[src/rtl/enc_8b10b_lanes.sv]
// Registered multi-lane 8b/10b encoder; running disparity chains lane 0 -> LANES-1 and beat to beat.
// Optional macro RD_FORCE_EN adds in_rd_force/in_rd_val to override the lane-0 starting disparity.
module enc_8b10b_lanes #(
  parameter int   LANES   = 2,
  parameter logic RD_INIT = 1'b0
) (
  input  logic                clk,
  input  logic                rst,
  input  logic                in_valid,
  output logic                in_ready,
  input  logic [8*LANES-1:0]  in_data,
  input  logic [LANES-1:0]    in_k,
`ifdef RD_FORCE_EN
  input  logic                in_rd_force,
  input  logic                in_rd_val,
`endif
  output logic                out_valid,
  input  logic                out_ready,
  output logic [10*LANES-1:0] out_code,
  output logic [LANES-1:0]    out_k_err,
  output logic                rd_out
);

  function automatic logic [2:0] ones6(input logic [5:0] v);
    logic [2:0] n;
    n = 3'd0;
    for (int i = 0; i < 6; i++) n = n + {2'b00, v[i]};
    return n;
  endfunction

  // 5b/6b codes (abcdei) as used when the running disparity is negative.
  function automatic logic [5:0] d6_rdm(input logic [4:0] x);
    case (x)
      5'd0:  d6_rdm = 6'b100111;  5'd1:  d6_rdm = 6'b011101;
      5'd2:  d6_rdm = 6'b101101;  5'd3:  d6_rdm = 6'b110001;
      5'd4:  d6_rdm = 6'b110101;  5'd5:  d6_rdm = 6'b101001;
      5'd6:  d6_rdm = 6'b011001;  5'd7:  d6_rdm = 6'b111000;
      5'd8:  d6_rdm = 6'b111001;  5'd9:  d6_rdm = 6'b100101;
      5'd10: d6_rdm = 6'b010101;  5'd11: d6_rdm = 6'b110100;
      5'd12: d6_rdm = 6'b001101;  5'd13: d6_rdm = 6'b101100;
      5'd14: d6_rdm = 6'b011100;  5'd15: d6_rdm = 6'b010111;
      5'd16: d6_rdm = 6'b011011;  5'd17: d6_rdm = 6'b100011;
      5'd18: d6_rdm = 6'b010011;  5'd19: d6_rdm = 6'b110010;
      5'd20: d6_rdm = 6'b001011;  5'd21: d6_rdm = 6'b101010;
      5'd22: d6_rdm = 6'b011010;  5'd23: d6_rdm = 6'b111010;
      5'd24: d6_rdm = 6'b110011;  5'd25: d6_rdm = 6'b100110;
      5'd26: d6_rdm = 6'b010110;  5'd27: d6_rdm = 6'b110110;
      5'd28: d6_rdm = 6'b001110;  5'd29: d6_rdm = 6'b101110;
      5'd30: d6_rdm = 6'b011110;  5'd31: d6_rdm = 6'b101011;
      default: d6_rdm = 6'b000000;
    endcase
  endfunction

  function automatic logic [3:0] d4_rdm(input logic [2:0] y);
    case (y)
      3'd0: d4_rdm = 4'b1011;  3'd1: d4_rdm = 4'b1001;
      3'd2: d4_rdm = 4'b0101;  3'd3: d4_rdm = 4'b1100;
      3'd4: d4_rdm = 4'b1101;  3'd5: d4_rdm = 4'b1010;
      3'd6: d4_rdm = 4'b0110;  3'd7: d4_rdm = 4'b1110;
      default: d4_rdm = 4'b0000;
    endcase
  endfunction

  // K.28 3b/4b column: balanced entries are the complements of the D column.
  function automatic logic [3:0] k4_rdm(input logic [2:0] y);
    case (y)
      3'd0: k4_rdm = 4'b1011;  3'd1: k4_rdm = 4'b0110;
      3'd2: k4_rdm = 4'b1010;  3'd3: k4_rdm = 4'b1100;
      3'd4: k4_rdm = 4'b1101;  3'd5: k4_rdm = 4'b0101;
      3'd6: k4_rdm = 4'b1001;  3'd7: k4_rdm = 4'b0111;
      default: k4_rdm = 4'b0000;
    endcase
  endfunction

  function automatic logic k_legal(input logic [7:0] b);
    return (b[4:0] == 5'd28) ||
           ((b[7:5] == 3'd7) && ((b[4:0] == 5'd23) || (b[4:0] == 5'd27) ||
                                 (b[4:0] == 5'd29) || (b[4:0] == 5'd30)));
  endfunction

  // Returns {rd_after, abcdeifghj}; k must already be masked to legal codes.
  function automatic logic [10:0] enc_lane(input logic [7:0] b, input logic k, input logic rd);
    logic [4:0] x;
    logic [2:0] y;
    logic       k28, unbal6, rd6, alt, unbal4;
    logic [5:0] six_n, six;
    logic [3:0] four_n, four;
    x      = b[4:0];
    y      = b[7:5];
    k28    = k && (x == 5'd28);
    six_n  = k28 ? 6'b001111 : d6_rdm(x);
    unbal6 = (ones6(six_n) != 3'd3);
    six    = (rd && (unbal6 || (x == 5'd7))) ? ~six_n : six_n;
    rd6    = rd ^ unbal6;
    alt    = (y == 3'd7) &&
             (k || (!rd6 && ((x == 5'd17) || (x == 5'd18) || (x == 5'd20))) ||
                   ( rd6 && ((x == 5'd11) || (x == 5'd13) || (x == 5'd14))));
    four_n = alt ? 4'b0111 : (k28 ? k4_rdm(y) : d4_rdm(y));
    unbal4 = (ones6({2'b00, four_n}) != 3'd2);
    four   = (rd6 && (k28 || unbal4 || (y == 3'd3))) ? ~four_n : four_n;
    return {rd6 ^ unbal4, six, four};
  endfunction

  logic                out_valid_r;
  logic [10*LANES-1:0] code_r;
  logic [LANES-1:0]    kerr_r;
  logic                rd_r;
  logic [10*LANES-1:0] code_s;
  logic [LANES-1:0]    kerr_s;
  logic [10:0]         lane_s;
  logic                rd_start_s, rd_lane_s, accept_s;

`ifdef RD_FORCE_EN
  assign rd_start_s = in_rd_force ? in_rd_val : rd_r;
`else
  assign rd_start_s = rd_r;
`endif

  assign in_ready  = !out_valid_r || out_ready;
  assign accept_s  = in_valid && in_ready;
  assign out_valid = out_valid_r;
  assign out_code  = code_r;
  assign out_k_err = kerr_r;
  assign rd_out    = rd_r;

  // Combinational lane chain: each lane starts from the disparity left by the previous one.
  always_comb begin
    code_s    = {(10*LANES){1'b0}};
    kerr_s    = {LANES{1'b0}};
    lane_s    = 11'd0;
    rd_lane_s = rd_start_s;
    for (int i = 0; i < LANES; i++) begin
      kerr_s[i]          = in_k[i] && !k_legal(in_data[8*i +: 8]);
      lane_s             = enc_lane(in_data[8*i +: 8], in_k[i] && !kerr_s[i], rd_lane_s);
      code_s[10*i +: 10] = lane_s[9:0];
      rd_lane_s          = lane_s[10];
    end
  end

  // Output register and running disparity; everything holds while stalled.
  always_ff @(posedge clk or posedge rst) begin
    if (rst) begin
      out_valid_r <= 1'b0;
      code_r      <= {(10*LANES){1'b0}};
      kerr_r      <= {LANES{1'b0}};
      rd_r        <= RD_INIT;
    end else if (accept_s) begin
      out_valid_r <= 1'b1;
      code_r      <= code_s;
      kerr_r      <= kerr_s;
      rd_r        <= rd_lane_s;
    end else if (out_ready) begin
      out_valid_r <= 1'b0;
    end
  end

endmodule

[config.mk]
export PLATFORM = sky130hd
export DESIGN_NAME = enc_8b10b_lanes
export DESIGN_NICKNAME = d
export VERILOG_FILES = /design/src/rtl/enc_8b10b_lanes.sv
export SDC_FILE = /design/constraint.sdc
export NUM_CORES = 1
export LEC_CHECK = 0
export ABC_AREA = 1
export CAP_MARGIN = 0
export CORE_MARGIN = 2
export CORE_UTILIZATION = 36
export DETAILED_ROUTE_END_ITERATION = 12
export GPL_ROUTABILITY_DRIVEN = 0
export PLACE_DENSITY = 0.55
export SLEW_MARGIN = 20
export SYNTH_ARGS = -nofsm -noshare
export SYNTH_HDL_FRONTEND = slang
export SYNTH_SLANG_ARGS = --single-unit
[constraint.sdc]
create_clock -name clk -period 6.4 [get_ports clk]
set_clock_uncertainty 0.2 [all_clocks]
set_input_delay 1.28 -clock clk [delete_from_list [all_inputs] [get_ports clk]]
set_output_delay 1.28 -clock clk [all_outputs]
set_load 0.02 [all_outputs]
==> results of run 1 <==
## flip-flops by register name, summed over array words and instances, names as in the netlist
name       cells
out_valid      1
out_k_err      2
out_code      20
rd_out         1
## worst max-delay path, delay by kind of cell
family	cells	cell delay, ns
and+or+nand+nor	4	0.31
buffers and inverters	56	6.91
AOI/OAI and AO/OA	1	0.07
adders and majority gates	1	0.16
## timing repair
action                     in CTS  in global routing
setup endpoints to repair      15                 16
gates resized for setup        75                 39
pin swaps                      44                 24
hold buffers                    0                  0
gates cloned                    0                  0
setup buffers                 128                  9
## cell families after synthesis
| family | Yosys count |
|---|---|
| xor+xnor | 11 |
| buf+inv | 68 |
| simple gates | 185 |
| fa+ha+maj | 28 |
| compound gates | 72 |
| flops | 24 |
## layer usage
metal | vias up | track usage, %
li1 | 1785 | -
met1 | 1845 | 37.93
met2 | 263 | 50.56
met3 | 75 | 5.784
met4 | 0 | 12.18
met5 | - | 0
## cells in the final DEF (no fill, tap or decap), types with 12 or more instances in the layout
cell type,Yosys,final
sky130_fd_sc_hd__nand2_1,101,79
sky130_fd_sc_hd__dfrtp_1,24,24
sky130_fd_sc_hd__ha_1,20,12
sky130_fd_sc_hd__nor2_1,32,25
sky130_fd_sc_hd__nand2_2,5,18
sky130_fd_sc_hd__nand3_1,35,25
sky130_fd_sc_hd__clkdlybuf4s50_1,0,41
sky130_fd_sc_hd__buf_4,4,211
sky130_fd_sc_hd__inv_1,55,41
sky130_fd_sc_hd__o21ai_0,30,20
sky130_fd_sc_hd__o21ai_1,6,13
## layout make-up
| cell class | instances | area, um2 |
|---|---|---|
| Multi-Input combinational cell | 296 | 2166 |
| Timing Repair Buffer | 267 | 2165 |
| Fill cell | 500 | 1848 |
| Sequential cell | 24 | 600.6 |
| Inverter | 58 | 256.5 |
| Tap cell | 99 | 123.9 |
| Clock buffer | 4 | 55.05 |
## through the flow
| step | worst slack (ns) | TNS [ns] | power, mW | utilization, % | instances |
|---|---|---|---|---|---|
| floorplan | -1.795 | -8.659 | 0.7212 | - | 388 |
| global placement | -2.464 | -21.24 | 1.058 | 55.13 | 612 |
| detailed placement | -2.674 | -23.48 | 1.071 | 55.13 | 612 |
| CTS | -1.745 | -10.92 | 1.401 | 71.94 | 742 |
| global route | -2.485 | -19.99 | 1.629 | 74.38 | 748 |
| finish | -2.381 | -15.98 | 1.538 | 74.38 | 748 |
## power by group through the flow
stage	registers, mW	clock network [mW]	logic [mW]
after floorplan	0.337	0	0.384
after global placement	0.260	0	0.799
after CTS	0.259	0.107	1.03
final	0.263	0.108	1.17
after detailed placement	0.261	0	0.810
after global routing	0.270	0.116	1.24
## worst max-delay path by stage
stage	endpoint	start	cells after the start	slack [ns]
4_1_cts	out_code[10]$_DFFE_PP0P_	in_data[0]	55	-1.75
6_report	out_code[7]$_DFFE_PP0P_	in_data[1]	62	-2.38
3_3_place_gp	out_code[12]$_DFFE_PP0P_	in_data[0]	49	-2.46
2_1_floorplan	out_code[12]$_DFFE_PP0P_	in_data[1]	48	-1.79
5_1_grt	out_code[12]$_DFFE_PP0P_	in_data[1]	51	-2.48
3_5_place_dp	out_code[12]$_DFFE_PP0P_	in_data[1]	47	-2.67
==> metrics.json, run 1 <==
{
  "hold-path-endpoint": {"value": "out_code[19]$_DFFE_PP0P_"},
  "timing.slew.headroom": {"value": 37.72, "unit": "%"},
  "dominantRegCellSynth": {"value": "sky130_fd_sc_hd__dfrtp_1"},
  "synth.cells.most_frequent": {"value": "101 x sky130_fd_sc_hd__nand2_1, 55 x sky130_fd_sc_hd__inv_1, 35 x sky130_fd_sc_hd__nand3_1"},
  "vdd_drop_max": {"value": 205.8, "unit": "uV"},
  "met3_routed_length": {"value": 1.073, "unit": "mm"},
  "finalHoldWorstSlack": {"value": 0.2919, "unit": "ns"},
  "synth-async-reset-ratio": {"value": 100.0, "unit": "%"},
  "timing_worst_setup_path_type": {"value": "in2reg"},
  "vias": {"value": 3968},
  "postRouteAntennaNets": {"value": 0},
  "clock_pin_slew_on_the_worst_setup_and_hold_paths": {"value": 0.10, "unit": "ns"},
  "synth_compound_gate_area_share": {"value": 17.30, "unit": "%"},
  "synth.lib_cells_used.distinct": {"value": 41},
  "grt_pass1_vias": {"value": 3854},
  "placeableCoreArea": {"value": 7214, "unit": "um2"},
  "pwr-share-clk": {"value": 7.0, "unit": "%"},
  "floorplan.initialDensity": {"value": 37.10, "unit": "%"},
  "worstPathArrival": {"value": 8.74, "unit": "ns"},
  "endpoint_kind": {"value": "flip-flop"},
  "global_route.overflow_total": {"value": 0},
  "hold_depth": {"value": 2},
  "setup_slack": {"value": -2.381, "unit": "ns"},
  "wire_per_inst": {"value": 17.27, "unit": "um"},
  "power.density": {"value": 286.5, "unit": "nW/um2"},
  "worst_pin_slew": {"value": 0.9284, "unit": "ns"},
  "switching_share": {"value": 44.76, "unit": "%"},
  "max_freq": {"value": 113.9, "unit": "MHz"},
  "yosys.cell_count.top_type": {"value": "sky130_fd_sc_hd__nand2_1"},
  "final_cell_area_excluding_filler_cells": {"value": 5366, "unit": "um2"},
  "post_synth_inst_count": {"value": 388},
  "drtIter0Drc": {"value": 358},
  "timing.critical_path.slowest_stage_cell": {"value": "sky130_fd_sc_hd__ha_4"},
  "rr_endpoint": {"value": "out_code[12]$_DFFE_PP0P_"},
  "final_net_count": {"value": 700},
  "clkLatencyLatePin": {"value": 0.27, "unit": "ns"},
  "yosysWarnings": {"value": 0},
  "count_of_final_max_slew_check_failures": {"value": 0},
  "critical_path.max_fanout": {"value": 3},
  "synth_simple_gate_area_share": {"value": 30.11, "unit": "%"},
  "comb_power_share": {"value": 75.9, "unit": "%"},
  "most_area_consuming_cells_after_synthesis": {"value": "sky130_fd_sc_hd__dfrtp_1 22%, sky130_fd_sc_hd__nand2_1 14%, sky130_fd_sc_hd__ha_1 9.4%, sky130_fd_sc_hd__inv_1 7.7%, sky130_fd_sc_hd__nand3_1 6.5%"},
  "power_frac_seq": {"value": 17.1, "unit": "%"},
  "die_w": {"value": 90.22, "unit": "um"},
  "antenna_found_initial": {"value": 0},
  "worst_hold_path_type": {"value": "reg2reg"},
  "drt_pre_antenna_iters": {"value": 6},
  "total_switching_power": {"value": 688.3, "unit": "uW"},
  "crit_path_max_incr_delay": {"value": 0.16, "unit": "ns"},
  "floorplan.die.height": {"value": 90.22, "unit": "um"},
  "final.min_clock_period": {"value": 8.781, "unit": "ns"},
  "synth.largest_area_cell": {"value": "sky130_fd_sc_hd__dfrtp_1"},
  "max-cap-violations": {"value": 0},
  "synth-xor-area-share": {"value": 3.600, "unit": "%"},
  "netlist_area": {"value": 2676, "unit": "um2"},
  "share_of_synthesized_area_occupied_by_flip_flops_and_latches": {"value": 22.44, "unit": "%"},
  "synth.net_count": {"value": 438},
  "grt_start_max_net_pins": {"value": 34},
  "r2r_slack": {"value": 1.08, "unit": "ns"},
  "period_share": {"value": 137.2, "unit": "%"},
  "route.top_layer_used": {"value": "met4"},
  "num_rows": {"value": 31},
  "worst_case_clock_buffer_depth": {"value": 2},
  "internal_power": {"value": 849.3, "unit": "uW"},
  "violations": {"value": "setup timing"},
  "total_leakage_power": {"value": 2.757, "unit": "nW"},
  "post_dp_cell_area": {"value": 3978, "unit": "um2"},
  "track_usage": {"value": 30.08, "unit": "%"},
  "crit_required": {"value": 6.36, "unit": "ns"},
  "antenna_diode_count": {"value": 0},
  "run_status": {"value": "complete, but fails checks"},
  "io_buffer_count": {"value": 46},
  "die-area": {"value": 8140, "unit": "um2"},
  "route.detailed.vias_per_inst": {"value": 5.305},
  "yosys.area_share.adder": {"value": 15.33, "unit": "%"},
  "tritoncts_num_sinks": {"value": 24},
  "tritoncts_clock_tree": {"value": "yes"},
  "drc_errors": {"value": 0},
  "rsz0062_at_grt": {"value": "yes"},
  "clk_root_buffer_cell": {"value": "sky130_fd_sc_hd__clkbuf_8"},
  "origin_of_the_critical_flop_to_flop_path": {"value": "rd_out$_DFFE_PP0P_"},
  "area.growth.synth_to_final": {"value": 100.5, "unit": "%"},
  "report.final.hold_viol_count": {"value": 0},
  "synth.area.mux_share": {"value": 0, "unit": "%"},
  "number_of_buffers_inserted_during_clock_tree_synthesis": {"value": 3},
  "largest_family_of_logic_cells_by_synthesized_area": {"value": "simple AND/OR/NAND/NOR gates"},
  "ioPinCount": {"value": 47},
  "routed-wl-met2": {"value": 6.123, "unit": "mm"},
  "timing.final.setup_violations": {"value": 16},
  "cts-htree-levels": {"value": 1},
  "number_of_cells_traversed_by_the_worst_register_to_register_path": {"value": 34},
  "finalWirelength": {"value": 12.92, "unit": "mm"},
  "synthesized_area_per_cell": {"value": 6.898, "unit": "um2"},
  "detailed_place_hpwl": {"value": 5.794, "unit": "mm"},
  "synth-seq-cells": {"value": 24},
  "worst_hold_startpoint": {"value": "out_code[19]$_DFFE_PP0P_"},
  "share_of_layout_cells_above_drive_strength_1": {"value": 49.92, "unit": "%"},
  "grt_pass1_wl": {"value": 19.73, "unit": "mm"},
  "synth.top_cell.area_share": {"value": 22.44, "unit": "%"},
  "kind_of_start_point_of_the_critical_path": {"value": "input port"},
  "critPathMostFrequentCell": {"value": "sky130_fd_sc_hd__buf_4"},
  "detail_route.wirelength.met1": {"value": 4.976, "unit": "mm"},
  "synth_edf_count": {"value": 0}
}
Power figures use the tool's default switching activity.
==> run 2, diff against run 1 <==
--- a/config.mk
+++ b/config.mk
@@ -11,7 +11,7 @@
 export CORE_UTILIZATION = 36
 export DETAILED_ROUTE_END_ITERATION = 12
 export GPL_ROUTABILITY_DRIVEN = 0
-export PLACE_DENSITY = 0.55
+export PLACE_DENSITY = 0.57
 export SLEW_MARGIN = 20
 export SYNTH_ARGS = -nofsm -noshare
 export SYNTH_HDL_FRONTEND = slang
==> constraint.sdc (replaced) <==
create_clock -name clk -period 7.45 [get_ports clk]
set_clock_uncertainty 0.2 [all_clocks]
set_input_delay 1.49 -clock clk [delete_from_list [all_inputs] [get_ports clk]]
set_output_delay 1.49 -clock clk [all_outputs]
set_load 0.02 [all_outputs]
==> metrics.json, run 2 (same netlist as run 1, synthesis figures left out) <==
{
  "postRouteAntennaNets": {"value": 0, "change": "unchanged"},
  "clk_root_buffer_cell": {"value": "sky130_fd_sc_hd__clkbuf_8", "change": "unchanged"},
  "cts-htree-levels": {"value": 1, "change": "unchanged"},
  "crit_path_max_incr_delay": {"value": 0.59, "unit": "ns", "change": "was 0.16 ns"},
  "clkLatencyLatePin": {"value": 0.28, "unit": "ns", "change": "was 0.27 ns"},
  "worstPathArrival": {"value": 8.73, "unit": "ns", "change": "was 8.74 ns"},
  "drc_errors": {"value": 0, "change": "unchanged"},
  "grt.met1_usage": {"value": 30.99, "unit": "%", "change": "was 37.93%"},
  "layout_common_cells": {"value": "164 x sky130_fd_sc_hd__buf_4, 78 x sky130_fd_sc_hd__nand2_1, 43 x sky130_fd_sc_hd__inv_1", "change": "was 211 x sky130_fd_sc_hd__buf_4, 79 x sky130_fd_sc_hd__nand2_1, 41 x sky130_fd_sc_hd__inv_1, 41 x sky130_fd_sc_hd__clkdlybuf4s50_1"},
  "detailed_place_hpwl": {"value": 5.744, "unit": "mm", "change": "was 5.794 mm"},
  "floorplan.initialDensity": {"value": 37.10, "unit": "%", "change": "unchanged"},
  "worst_hold_startpoint": {"value": "out_code[15]$_DFFE_PP0P_", "change": "was out_code[19]$_DFFE_PP0P_"},
  "finalHoldWorstSlack": {"value": 0.2960, "unit": "ns", "change": "was 0.2919 ns"},
  "timing.slew.headroom": {"value": 29.41, "unit": "%", "change": "was 37.72%"},
  "final_common_cell": {"value": "sky130_fd_sc_hd__buf_4", "change": "unchanged"},
  "grt_start_max_net_pins": {"value": 34, "change": "unchanged"},
  "ioPinCount": {"value": 47, "change": "unchanged"},
  "critical_path.max_fanout": {"value": 4, "change": "was 3"},
  "drtIter0Drc": {"value": 193, "change": "was 358"},
  "global_route.overflow_total": {"value": 0, "change": "unchanged"},
  "tritoncts_num_sinks": {"value": 24, "change": "unchanged"},
  "flip_flop_count_of_the_largest_register_after_layout": {"value": 20, "change": "unchanged"},
  "run_status": {"value": "complete, but fails checks", "change": "unchanged"},
  "io_buffer_count": {"value": 46, "change": "unchanged"},
  "hold-path-endpoint": {"value": "out_code[15]$_DFFE_PP0P_", "change": "was out_code[19]$_DFFE_PP0P_"},
  "total_leakage_power": {"value": 2.464, "unit": "nW", "change": "was 2.757 nW"},
  "timing_worst_setup_path_type": {"value": "in2reg", "change": "unchanged"},
  "endpoint_kind": {"value": "flip-flop", "change": "unchanged"},
  "grt_pass1_wl": {"value": 17.59, "unit": "mm", "change": "was 19.73 mm"},
  "r2r_slack": {"value": 2.17, "unit": "ns", "change": "was 1.08 ns"},
  "setup_slack": {"value": -1.275, "unit": "ns", "change": "was -2.381 ns"},
  "track_usage": {"value": 26.83, "unit": "%", "change": "was 30.08%"},
  "rsz0062_at_grt": {"value": "yes", "change": "unchanged"},
  "max_freq": {"value": 114.6, "unit": "MHz"},
  "timing.final.setup_violations": {"value": 5, "change": "was 16"},
  "finish.utilization": {"value": 67.90, "unit": "%", "change": "was 74.38%"},
  "crit_family": {"value": "adder cells", "change": "was buffers and inverters"},
  "tns": {"value": -5.977, "unit": "ns", "change": "was -15.98 ns"},
  "number_of_cells_traversed_by_the_worst_register_to_register_path": {"value": 34, "change": "unchanged"},
  "placeableCoreArea": {"value": 7214, "unit": "um2", "change": "unchanged"},
  "floorplan.die.height": {"value": 90.22, "unit": "um", "change": "unchanged"},
  "path_buf_inv": {"value": 13, "change": "was 56"},
  "max-cap-violations": {"value": 0, "change": "unchanged"},
  "worst_case_clock_buffer_depth": {"value": 2, "change": "unchanged"},
  "global_route.usage.met2": {"value": 45.49, "unit": "%", "change": "was 50.56%"},
  "final_net_count": {"value": 650, "change": "was 700"},
  "rr_endpoint": {"value": "out_code[12]$_DFFE_PP0P_", "change": "unchanged"},
  "hold_depth": {"value": 2, "change": "unchanged"},
  "drt_pre_antenna_iters": {"value": 5, "change": "was 6"},
  "total_power": {"value": 1.222, "unit": "mW", "change": "was 1.538 mW"},
  "route.detailed.vias_per_inst": {"value": 4.994, "change": "was 5.305"},
  "final.min_clock_period": {"value": 8.725, "unit": "ns"},
  "clock_pin_slew_on_the_worst_setup_and_hold_paths": {"value": 0.09, "unit": "ns", "change": "was 0.10 ns"},
  "grt_use_met3": {"value": 5.197, "unit": "%", "change": "was 5.784%"},
  "period_share": {"value": 117.1, "unit": "%"},
  "tritoncts_clock_tree": {"value": "yes", "change": "unchanged"},
  "vias": {"value": 3486, "change": "was 3968"},
  "critPathMostFrequentCell": {"value": "sky130_fd_sc_hd__nand2_2", "change": "was sky130_fd_sc_hd__buf_4"},
  "finalWirelength": {"value": 10.57, "unit": "mm", "change": "was 12.92 mm"},
  "antenna_diode_count": {"value": 0, "change": "unchanged"},
  "count_of_final_max_slew_check_failures": {"value": 0, "change": "unchanged"},
  "die-area": {"value": 8140, "unit": "um2", "change": "unchanged"},
  "violations": {"value": "setup timing", "change": "unchanged"},
  "antenna_found_initial": {"value": 0, "change": "unchanged"},
  "origin_of_the_critical_flop_to_flop_path": {"value": "rd_out$_DFFE_PP0P_", "change": "unchanged"},
  "power.density": {"value": 249.5, "unit": "nW/um2", "change": "was 286.5 nW/um2"},
  "share_of_layout_cells_above_drive_strength_1": {"value": 45.08, "unit": "%", "change": "was 49.92%"},
  "die_w": {"value": 90.22, "unit": "um", "change": "unchanged"},
  "worst_hold_path_type": {"value": "reg2reg", "change": "unchanged"},
  "worst_pin_slew": {"value": 1.056, "unit": "ns", "change": "was 0.9284 ns"},
  "report.final.hold_viol_count": {"value": 0, "change": "unchanged"},
  "grt_pass1_vias": {"value": 3629, "change": "was 3854"},
  "crit_required": {"value": 7.45, "unit": "ns", "change": "was 6.36 ns"},
  "number_of_buffers_inserted_during_clock_tree_synthesis": {"value": 3, "change": "unchanged"},
  "vdd_drop_max": {"value": 198.6, "unit": "uV", "change": "was 205.8 uV"},
  "final_cell_area_excluding_filler_cells": {"value": 4898, "unit": "um2", "change": "was 5366 um2"},
  "area.growth.synth_to_final": {"value": 83.03, "unit": "%", "change": "was 100.5%"},
  "num_rows": {"value": 31, "change": "unchanged"},
  "wire_per_inst": {"value": 15.15, "unit": "um", "change": "was 17.27 um"},
  "busiest_layer": {"value": "met2", "change": "unchanged"},
  "post_dp_cell_area": {"value": 3860, "unit": "um2", "change": "was 3978 um2"},
  "timing.critical_path.slowest_stage_cell": {"value": "sky130_fd_sc_hd__fa_1", "change": "was sky130_fd_sc_hd__ha_4"},
  "kind_of_start_point_of_the_critical_path": {"value": "input port", "change": "unchanged"}
}
-- run 2: layout make-up --
cell class,instances,area (um2)
Clock buffer,4,55.05
Fill cell,582,2316
Inverter,58,256.5
Multi-Input combinational cell,296,2093
Sequential cell,24,600.6
Tap cell,99,123.9
Timing Repair Buffer,217,1769
-- run 2: worst max-delay path by stage --
stage               start                        to  slack [ns]  cells after the start
6_report       in_data[1]  out_code[12]$_DFFE_PP0P_       -1.28                     49
5_1_grt        in_data[1]  out_code[12]$_DFFE_PP0P_       -1.60                     48
4_1_cts        in_data[0]   out_code[7]$_DFFE_PP0P_       -0.93                     64
3_5_place_dp   in_data[1]  out_code[12]$_DFFE_PP0P_       -1.79                     49
3_3_place_gp   in_data[1]  out_code[12]$_DFFE_PP0P_       -1.66                     49
2_1_floorplan  in_data[1]  out_code[12]$_DFFE_PP0P_       -0.95                     48
-- run 2: per-layer routing --
metal,wire (um),up-vias
met4,580,0
met1,4341,1616
met3,558,44
met5,0,-
met2,5091,134
li1,-,1692
-- run 2: power breakdown --
part	internal [mW]	leakage, nW	switching (mW)
registers	0.186	0.289	0.0391
clock network	0.0473	0.0288	0.0455
logic	0.451	2.15	0.453
total	0.684	2.46	0.538
-- run 2: worst min-delay path: stages, from the launching register on --
cell and delay, ns:
sky130_fd_sc_hd__dfrtp_1 0.35, sky130_fd_sc_hd__nand2_1 0.05, sky130_fd_sc_hd__o21ai_0 0.06
-- run 2: repair_timing --
action | 4_1_cts | 5_1_grt
resized for setup | 54 | 41
endpoints found under the setup margin | 5 | 10
buffers inserted | 115 | 10
hold buffers | 0 | 0
pin swaps | 42 | 32
-- run 2: through the flow --
stage | instances | setup slack (ns)
4_1_cts | 717 | -0.9277
3_3_place_gp | 598 | -1.656
3_5_place_dp | 598 | -1.794
2_1_floorplan | 388 | -0.9545
5_1_grt | 698 | -1.601
6_report | 698 | -1.275
==> run 3, diff against run 2 <==
--- a/config.mk
+++ b/config.mk
@@ -8,10 +8,12 @@
 export ABC_AREA = 1
 export CAP_MARGIN = 0
 export CORE_MARGIN = 2
-export CORE_UTILIZATION = 36
+export CORE_UTILIZATION = 49
 export DETAILED_ROUTE_END_ITERATION = 12
 export GPL_ROUTABILITY_DRIVEN = 0
-export PLACE_DENSITY = 0.57
+export PLACE_DENSITY = 0.75
+export SETUP_SLACK_MARGIN = 0.1
+export SKIP_CTS_REPAIR_TIMING = 1
 export SLEW_MARGIN = 20
 export SYNTH_ARGS = -nofsm -noshare
 export SYNTH_HDL_FRONTEND = slang
==> metrics.json, run 3 (same netlist as run 1, synthesis figures left out) <==
{
  "run_status": {"value": "complete, but fails checks", "change": "unchanged"},
  "placeableCoreArea": {"value": 5205, "unit": "um2", "change": "was 7214 um2"},
  "share_of_layout_cells_above_drive_strength_1": {"value": 32.15, "unit": "%", "change": "was 45.08%"},
  "count_of_final_max_slew_check_failures": {"value": 0, "change": "unchanged"},
  "die_w": {"value": 77.91, "unit": "um", "change": "was 90.22 um"},
  "setup_slack": {"value": -1.163, "unit": "ns", "change": "was -1.275 ns"},
  "critPathMostFrequentCell": {"value": "sky130_fd_sc_hd__nand2_2", "change": "unchanged"},
  "max-cap-violations": {"value": 0, "change": "unchanged"},
  "finalHoldWorstSlack": {"value": 0.2925, "unit": "ns", "change": "was 0.2960 ns"},
  "floorplan.die.height": {"value": 77.91, "unit": "um", "change": "was 90.22 um"},
  "total_power": {"value": 1.125, "unit": "mW", "change": "was 1.222 mW"},
  "grt_pass1_vias": {"value": 2795, "change": "was 3629"},
  "timing.final.setup_violations": {"value": 5, "change": "unchanged"},
  "num-fill-cells": {"value": 353, "change": "was 582"},
  "timing.critical_path.slowest_stage_cell": {"value": "sky130_fd_sc_hd__fa_1", "change": "unchanged"},
  "pwr-share-clk": {"value": 10.6, "unit": "%", "change": "was 7.6%"},
  "vias": {"value": 3142, "change": "was 3486"},
  "timing_worst_setup_path_type": {"value": "in2reg", "change": "unchanged"},
  "die-area": {"value": 6069, "unit": "um2", "change": "was 8140 um2"},
  "final_common_cell": {"value": "sky130_fd_sc_hd__nand2_1", "change": "was sky130_fd_sc_hd__buf_4"},
  "num_rows": {"value": 26, "change": "was 31"},
  "critical_path.max_fanout": {"value": 4, "change": "unchanged"},
  "internal_power": {"value": 624.9, "unit": "uW", "change": "was 684.3 uW"},
  "layout_common_cells": {"value": "83 x sky130_fd_sc_hd__nand2_1, 75 x sky130_fd_sc_hd__buf_4, 43 x sky130_fd_sc_hd__inv_1", "change": "was 164 x sky130_fd_sc_hd__buf_4, 78 x sky130_fd_sc_hd__nand2_1, 43 x sky130_fd_sc_hd__inv_1"},
  "crit_path_max_incr_delay": {"value": 0.54, "unit": "ns", "change": "was 0.59 ns"},
  "tritoncts_num_sinks": {"value": 24, "change": "unchanged"},
  "clock_pin_slew_on_the_worst_setup_and_hold_paths": {"value": 0.09, "unit": "ns", "change": "about the same"},
  "worst_pin_slew": {"value": 0.9698, "unit": "ns", "change": "was 1.056 ns"},
  "grt_start_max_net_pins": {"value": 34, "change": "unchanged"},
  "cts-htree-levels": {"value": 1, "change": "unchanged"},
  "wire_per_inst": {"value": 14.84, "unit": "um", "change": "was 15.15 um"},
  "endpoint_kind": {"value": "flip-flop", "change": "unchanged"},
  "total_leakage_power": {"value": 2.054, "unit": "nW", "change": "was 2.464 nW"},
  "drtIter0Drc": {"value": 214, "change": "was 193"},
  "clk_root_buffer_cell": {"value": "sky130_fd_sc_hd__clkbuf_8", "change": "unchanged"},
  "antenna_found_initial": {"value": 0, "change": "unchanged"},
  "drc_errors": {"value": 0, "change": "unchanged"},
  "max_freq": {"value": 116.1, "unit": "MHz", "change": "was 114.6 MHz"},
  "comb_power_share": {"value": 69.7, "unit": "%", "change": "was 74.0%"},
  "report.final.hold_viol_count": {"value": 0, "change": "unchanged"},
  "ioPinCount": {"value": 47, "change": "unchanged"},
  "clkLatencyLatePin": {"value": 0.28, "unit": "ns", "change": "about the same"},
  "crit_required": {"value": 7.46, "unit": "ns", "change": "was 7.45 ns"},
  "timing.slew.headroom": {"value": 35.27, "unit": "%", "change": "was 29.41%"},
  "vdd_drop_max": {"value": 223.7, "unit": "uV", "change": "was 198.6 uV"},
  "final.min_clock_period": {"value": 8.613, "unit": "ns", "change": "was 8.725 ns"},
  "drt_pre_antenna_iters": {"value": 5, "change": "unchanged"},
  "global_route.overflow_total": {"value": 0, "change": "unchanged"},
  "floorplan.initialDensity": {"value": 51.42, "unit": "%", "change": "was 37.10%"},
  "tritoncts_clock_tree": {"value": "yes", "change": "unchanged"},
  "flip_flop_count_of_the_largest_register_after_layout": {"value": 20, "change": "unchanged"},
  "final_net_count": {"value": 558, "change": "was 650"},
  "grt_pass1_wl": {"value": 12.05, "unit": "mm", "change": "was 17.59 mm"},
  "power_frac_seq": {"value": 19.8, "unit": "%", "change": "was 18.4%"},
  "worst_case_clock_buffer_depth": {"value": 2, "change": "unchanged"},
  "crit_family": {"value": "adder cells", "change": "unchanged"},
  "total_switching_power": {"value": 499.7, "unit": "uW", "change": "was 537.8 uW"},
  "detailed_place_hpwl": {"value": 5.635, "unit": "mm", "change": "was 5.744 mm"},
  "tns": {"value": -5.464, "unit": "ns", "change": "was -5.977 ns"},
  "rsz0062_at_grt": {"value": "yes", "change": "unchanged"},
  "area.growth.synth_to_final": {"value": 54.75, "unit": "%", "change": "was 83.03%"},
  "switching_share": {"value": 44.43, "unit": "%", "change": "was 44.01%"},
  "worstPathArrival": {"value": 8.62, "unit": "ns", "change": "was 8.73 ns"},
  "number_of_buffers_inserted_during_clock_tree_synthesis": {"value": 3, "change": "unchanged"},
  "postRouteAntennaNets": {"value": 0, "change": "unchanged"},
  "io_buffer_count": {"value": 46, "change": "unchanged"},
  "violations": {"value": "setup timing", "change": "unchanged"},
  "route.detailed.vias_per_inst": {"value": 5.445, "change": "was 4.994"},
  "finalWirelength": {"value": 8.564, "unit": "mm", "change": "was 10.57 mm"},
  "power.density": {"value": 271.5, "unit": "nW/um2", "change": "was 249.5 nW/um2"},
  "antenna_diode_count": {"value": 0, "change": "unchanged"},
  "kind_of_start_point_of_the_critical_path": {"value": "input port", "change": "unchanged"},
  "track_usage": {"value": 23.62, "unit": "%", "change": "was 26.83%"},
  "worst_hold_path_type": {"value": "reg2reg", "change": "unchanged"},
  "path_buf_inv": {"value": 10, "change": "was 13"},
  "period_share": {"value": 115.6, "unit": "%", "change": "was 117.1%"}
}
## run 3: cell count changes in the layout (fill, tap and decap cells not counted), sizes merged
cell and delta:
bufinv +1, dlygate4sd2 -1, clkbuf -2, dlymetal6s2s +3, buf -93
## run 3: through the flow
step	utilization [%]	cell area [um2]	worst slack, ns	std cells
after global placement	72.69	3784	-1.704	562
after detailed placement	72.69	3784	-1.914	562
after floorplan	-	2790	-0.9545	388
after global routing	79.57	4141	-1.560	577
final	79.57	4141	-1.163	577
after CTS	74.06	3855	-1.689	566
## run 3: area by class of cell
class / count / area, um2 / area share, %
Inverter: 58 / 256.5 / 6.193
Multi-Input combinational cell: 296 / 2034 / 49.12
Sequential cell: 24 / 600.6 / 14.50
Tap cell: 70 / 87.58 / 2.115
Timing Repair Buffer: 125 / 1091 / 26.34
Clock buffer: 3 / 41.29 / 0.9970
Clock inverter: 1 / 30.03 / 0.7251
## run 3: worst paths after layout
| path | start | to | slack (ns) | cells past startpoint |
|---|---|---|---|---|
| hold reg to reg | out_code[5]$_DFFE_PP0P_ | out_code[5]$_DFFE_PP0P_ | 0.29 | 2 |
| min in group asynchronous | rst | out_code[7]$_DFFE_PP0P_ | 1.53 | 2 |
| max in group asynchronous | rst | out_k_err[0]$_DFFE_PP0P_ | 4.93 | 2 |
| hold / removal | out_code[5]$_DFFE_PP0P_ | out_code[5]$_DFFE_PP0P_ | 0.29 | 2 |
| setup / recovery | in_data[0] | out_code[12]$_DFFE_PP0P_ | -1.16 | 47 |
| setup reg to reg | rd_out$_DFFE_PP0P_ | out_code[12]$_DFFE_PP0P_ | 2.20 | 34 |
## run 3: metal layers
metal,routed length [um],GRT usage [%]
met1,3689,32.09
met2,4206,39.40
met3,487,4.884
met4,180,4.035
met5,0,0
## run 3: worst min-delay path, cell delays in order, from the launching register on
cell                      delay, ns
sky130_fd_sc_hd__dfrtp_1       0.35
sky130_fd_sc_hd__nand2_1       0.05
sky130_fd_sc_hd__o21ai_0       0.06
## run 3: power by group through the flow
stage / sequential (mW) / combinational (mW) / clock, mW
detailed placement: 0.223 / 0.678 / 0
floorplan: 0.289 / 0.330 / 0
finish: 0.222 / 0.783 / 0.119
global placement: 0.221 / 0.661 / 0
global route: 0.228 / 0.846 / 0.125
CTS: 0.222 / 0.684 / 0.120
